### src/rtl/pipe_elastic_ctrl.sv
// Elastic pipeline-register controller: NREG boundary registers, each advancing
// on its own valid/ready handshake, with partial flush and commit/occupancy counts.
module pipe_elastic_ctrl #(
  parameter int NREG  = 5,
  parameter int W     = 64,
  parameter int CNT_W = 64
) (
  input  logic                clk,
  input  logic                rst,
  input  logic                in_valid,
  input  logic [W-1:0]        in_data,
  output logic                in_ready,
  input  logic [NREG*W-1:0]   nxt_data,
  input  logic [NREG-1:0]     done,
  output logic [NREG-1:0]     cur_valid,
  output logic [NREG*W-1:0]   cur_data,
  output logic                out_valid,
  input  logic                out_ready,
  input  logic                flush,
  input  logic [2:0]          flush_upto,
  output logic [3:0]          occupancy,
  output logic [CNT_W-1:0]    commit_cnt
);

  logic [NREG-1:0]   valid_q;
  logic [NREG*W-1:0] data_q;
  logic [CNT_W-1:0]  cnt_q;

  logic [NREG-1:0] ready;
  logic [NREG-1:0] adv;
  logic [NREG-1:0] drain;
  logic [NREG-1:0] kill;

  // Stage 0 has no upstream result and no done condition.
  logic unused_inputs;
  assign unused_inputs = ^{done[0], nxt_data[W-1:0]};

  // Ready ripples from the consumer back to the producer, so a fully moving
  // pipeline accepts a new item every cycle.
  always_comb begin
    ready = '0;
    adv   = '0;
    drain = '0;
    kill  = '0;
    ready[NREG-1] = !valid_q[NREG-1] || out_ready;
    drain[NREG-1] = out_ready;
    for (int s = NREG - 1; s >= 1; s--) begin
      adv[s]       = valid_q[s-1] && done[s] && ready[s];
      ready[s-1]   = !valid_q[s-1] || adv[s];
      drain[s-1]   = adv[s];
    end
    adv[0] = in_valid && ready[0];
    for (int s = 0; s < NREG; s++) begin
      kill[s] = flush && (flush_upto >= 3'(s));
    end
  end

  always_ff @(posedge clk or posedge rst) begin
    if (rst) begin
      valid_q <= '0;
      data_q  <= '0;
      cnt_q   <= '0;
    end else begin
      for (int s = 0; s < NREG; s++) begin
        if (adv[s]) begin
          data_q[s*W +: W] <= (s == 0) ? in_data : nxt_data[s*W +: W];
          valid_q[s]       <= !kill[s];
        end else if (drain[s] || kill[s]) begin
          valid_q[s] <= 1'b0;
        end
      end
      // A killed last register is not delivered, so it is not counted.
      if (valid_q[NREG-1] && out_ready && !kill[NREG-1]) begin
        cnt_q <= cnt_q + CNT_W'(1);
      end
    end
  end

  always_comb begin
    occupancy = '0;
    for (int s = 0; s < NREG; s++) begin
      occupancy = occupancy + 4'(valid_q[s]);
    end
  end

  assign in_ready   = ready[0];
  assign cur_valid  = valid_q;
  assign cur_data   = data_q;
  assign out_valid  = valid_q[NREG-1];
  assign commit_cnt = cnt_q;

endmodule

### config.mk
export PLATFORM = sky130hd
export DESIGN_NAME = pipe_elastic_ctrl
export DESIGN_NICKNAME = d
export VERILOG_FILES = /design/src/rtl/pipe_elastic_ctrl.sv
export SDC_FILE = /design/constraint.sdc
export NUM_CORES = 1
export LEC_CHECK = 0
export ABC_CLOCK_PERIOD_IN_PS = 16850
export CORE_AREA = 10 10 297 299
export DETAILED_ROUTE_END_ITERATION = 10
export DIE_AREA = 0 0 307 309
export GPL_ROUTABILITY_DRIVEN = 0
export PLACE_DENSITY = 0.55
export SLEW_MARGIN = 20
export SYNTH_ARGS = -nofsm -noshare
export SYNTH_HDL_FRONTEND = slang
export SYNTH_SLANG_ARGS = --single-unit
### constraint.sdc
create_clock -name clk -period 16.85 [get_ports clk]
set_input_delay 3.37 -clock clk [delete_from_list [all_inputs] [get_ports clk]]
set_output_delay 3.37 -clock clk [all_outputs]
set_load 0.02 [all_outputs]
**After elaboration in Yosys (flattened, before gate mapping)**

Cells that the tools add are included.

- Flip-flop bits (word level): 389
- Bits of input ports: 397
- Output and inout port bits: 395

- Add/sub/neg operators: 5
- Magnitude comparators: 5
- Muxes and demuxes: 10
- Reduce and logical (&&, ||, !) cells: 41

Operator list:

| operator | number |
|---|---|
| $add A64 B1 Y64 const B | 1 |
| $logic_and A1 B1 Y1 | 16 |
| $logic_not A1 Y1 | 10 |
| $logic_or A1 B1 Y1 | 10 |
| $mux W1 | 10 |
| $reduce_bool A2 Y1 | 5 |
| $ge A3 B1 Y1 const B | 2 |
| $ge A3 B2 Y1 const B | 2 |
| $add A3 B1 Y4 | 1 |
| $add A4 B1 Y4 | 1 |
| $add A2 B1 Y3 | 1 |
| $ge A3 B3 Y1 const B | 1 |
| $add A1 B1 Y2 | 1 |

**Logic depth before layout (Yosys ltp)**

- Depth after elaboration: 12
- Mapped depth: 8

**Worst setup path after synthesis**

OpenSTA, ideal clock, no wires.

- Path kind: input port to output port
- Start: input port out_ready
- End: output port in_ready
- Arrival: 4244 ps
- Required time: 13480 ps
- Slack: 9236 ps
- Stages: 6
- Cell sequence: nor2b_2 > o21ai_2 > a21boi_2 > o21ai_1 > a21oi_1 > inv_1

- Longest elaborated chain between the ends: 9

RTL lines:

| what | RTL line | source |
|---|---|---|
| start: declaration | 18 | `input logic out_ready,` |
| $logic_or A1 B1 Y1 | 45 | `ready[NREG-1] = !valid_q[NREG-1] \|\| out_ready;` |
| $logic_and A1 B1 Y1 | 48 | `adv[s] = valid_q[s-1] && done[s] && ready[s];` |
| $logic_or A1 B1 Y1 | 49 | `ready[s-1] = !valid_q[s-1] \|\| adv[s];` |
| $logic_and A1 B1 Y1 | 48 |  |
| $logic_or A1 B1 Y1 | 49 |  |
| $logic_and A1 B1 Y1 | 48 |  |
| $logic_or A1 B1 Y1 | 49 |  |
| $logic_and A1 B1 Y1 | 48 |  |
| $logic_or A1 B1 Y1 | 49 |  |
| end: declaration | 12 | `output logic in_ready,` |

No other way between the ends.

**Worst setup path in the final report**

Ends and elaborated chain as after synthesis.

==> reports/qor.yml <==
run_status:
  status: "finished, final reports clean"
drt:
  ant_nets: 0
  wirelength_mm: 57.6
  dr.first_iter.drc_count: 405
  drt-pass1-iter-count: 4
  drc_errors: 0
  viasPerCell: 3.85
  via_count: 10800
  wl_per_cell_um: 20.5
clock_network:
  post_cts_buffers: 0
  cts_resized: 0
  htree_num_levels: 2
  path_clk_slew_ns: 0.06
  cts_buffer_depth: 3
  cts_tree: "done"
  cts.sinks: 389
  clk_latency_ns: 0.56
  ctsHoldBuffers: 0
  root_buffer: "clkbuf_16"
  cts_buffers: 47
global_route:
  grt_pass1_vias: 12000
  antenna_found_initial: 2
  gr-total-overflow: 0
  grt_usage: 0.116
  grt_pass1_wl_mm: 83.2
  grt_max_degree: 156
logic_synthesis:
  synth_top_family_by_area: "multiplexers"
  netlist_instances: 966
  synth.area.mux_share: 0.239
  yosys.area_share.xor_xnor: 0.0365
  yosysMostFrequentCell: "dfrtp_1"
  synthFlopType: "dfrtp_1"
  synth_compound_area_frac: 0.00671
  synth_edf_count: 0
  synth-seq-cells: 389
  yosys_warnings: 0
  yosys.area.top_type: "dfrtp_1"
  synth_fp_nets: 1367
  postSynth.asyncResetShare: 1.00
  synth_top_cell_area_share: 0.644
  synth_area_leaders: "dfrtp_1 64%, mux2_2 19%, mux2_1 4.5%"
  ys_seq_area_frac: 0.644
  syn_area_um2: 15100
  yosys-top-cells-count: "389 x dfrtp_1, 261 x mux2_2, 60 x mux2_1"
  synth_cell_types: 48
  synth_fa_ha_area_frac: 0.00431
  synth_simple_gate_area_share: 0.0499
  syn_area_per_cell_um2: 15.6
sta:
  rsz0062_at_grt: "false"
  setup_viol: 0
  fin_crit_ns: 9.17
  tns_ns: 0
  min_period_over_period: 0.544
  fmax_ghz: 0.109
  hold_viol: 0
  relSlewSlack: 0.284
  tightest_slew_ns: 1.07
  maxSlewViolCount: 0
  fin_skew_ns: 0.0237
power_and_ir_drop:
  powerDensity_nw_per_um2: 127
  p_leak_nw: 10.3
  peakVddDrop_mv: 0.0650
  power.total_w: 0.00318
die:
  rows: 105
  core_um2: 81800
  die_x_um: 307
  initial_core_util: 0.185
  die_y_um: 309
  dieArea_um2: 94900
  io_pins: 792
layout:
  n_fill_cell: 8174
  final_area_um2: 25000
  fin_nets: 2110
  multi_input_area_um2: 5120
  syn_to_final_growth_pct: 65.4
  seq_area_um2: 9730
  drive_gt1_frac: 0.206
critical_path:
  worst-setup-path-type: "input pin to output port"
  cp_cell_sequence: "clkdlybuf4s50_1, nor2b_2, o21ai_2, a21boi_2, o21ai_1, a21oi_1, inv_1, clkdlybuf4s50_1"
  crit_path_start_kind: "input pin"
  cpPeakStageDelay_ns: 0.59
  crit_path_top_delay_cell: "clkdlybuf4s50_1"
  crit_path_end_kind: "output port"
  critical_path.most_common_cell: "clkdlybuf4s50_1"
  arrival_ns: 5.80
  cp_max_fo: 4
  cp.required_ns: 13.48
placed_design:
  hpwl_mm: 45.6
  post_dp_cell_area_um2: 23600
  io_buffers: 725
hold_path:
  holdCritPathClass: "flop to flop"
flow_run:
  cap_violations: 0
## metal layers
layer / global-route usage / vias up / share of wire
li1: - / 4874 / -
met1: 0.128 / 5400 / 0.38
met2: 0.200 / 461 / 0.49
met3: 0.0492 / 75 / 0.10
met4: 0.0331 / 2 / 0.022
met5: 0 / - / 0.00026
## cells in the final DEF (no fill, tap or decap), drive strengths merged, types with 2 or more instances in the layout
cell type        n
xnor2           45
mux2           321
dfrtp          389
a21oi            6
o21ai            4
buf              8
and3            15
ha               2
nor3             4
nor2b            5
and4             9
nor2            14
clkinv           4
nor4             3
nand2           29
clkdlybuf4s50  725
fa               2
and2             6
nand3           26
clkbuf          71
nand4           15
inv              8
xor2            18
## kinds of logic after synthesis
kind of cell / Yosys count
flip-flops: 389
multiplexers: 321
AND/OR/NAND/NOR: 127
XOR/XNOR: 63
buffers and inverters: 46
AO/OA/AOI/OAI: 15
adder cells (fa/ha/maj): 4
other: 1
## worst paths after layout
check,from,endpoint,slack [ns],depth (start not counted)
worst max register to register,cur_valid[4],cur_data[105],13.72,7
min in group asynchronous,rst,cur_data[110],3.33,2
worst max-delay path,out_ready,in_ready,7.68,8
max in group asynchronous,rst,cur_data[258],11.18,4
worst min-delay path,commit_cnt[63],commit_cnt[63],0.47,1
worst min register to register,commit_cnt[63],commit_cnt[63],0.47,1
## cell type report
| class | instances | area share |
|---|---|---|
| tap | 1070 | 0.0536 |
| clock buffer | 71 | 0.0555 |
| inverter | 7 | 0.00135 |
| timing repair buffer | 733 | 0.293 |
| multi-input combinational | 531 | 0.205 |
| antenna | 1 | 0.000100 |
| sequential | 389 | 0.390 |
| clock inverter | 5 | 0.00130 |
## state kept, by name, indices dropped and copies added (netlist names)
register / cells
cur_data: 320
commit_cnt: 64
cur_valid: 5
## power by group
group          internal (W)  total [W]  switching (W)
Combinational      0.000530    0.00100       0.000473
Sequential          0.00113    0.00123       0.000103
Clock              0.000560   0.000944       0.000384
## metrics by stage
step	worst slack [ns]	hold WS, ns	util	cells
2_1_floorplan	2.67	0.578	-	966
3_3_place_gp	7.50	0.464	0.288	2730
3_5_place_dp	7.53	0.465	0.288	2730
4_1_cts	7.53	0.473	0.305	2806
5_1_grt	7.44	0.497	0.305	2806
6_report	7.68	0.475	0.305	2807
## worst max-delay path, delay by kind of cell
| kind | cells | cell delay (ns) |
|---|---|---|
| buffers and inverters | 3 | 1.11 |
| AO/OA/AOI/OAI | 4 | 1.07 |
| AND/OR/NAND/NOR | 1 | 0.24 |
(Power assumes the default switching activity.)
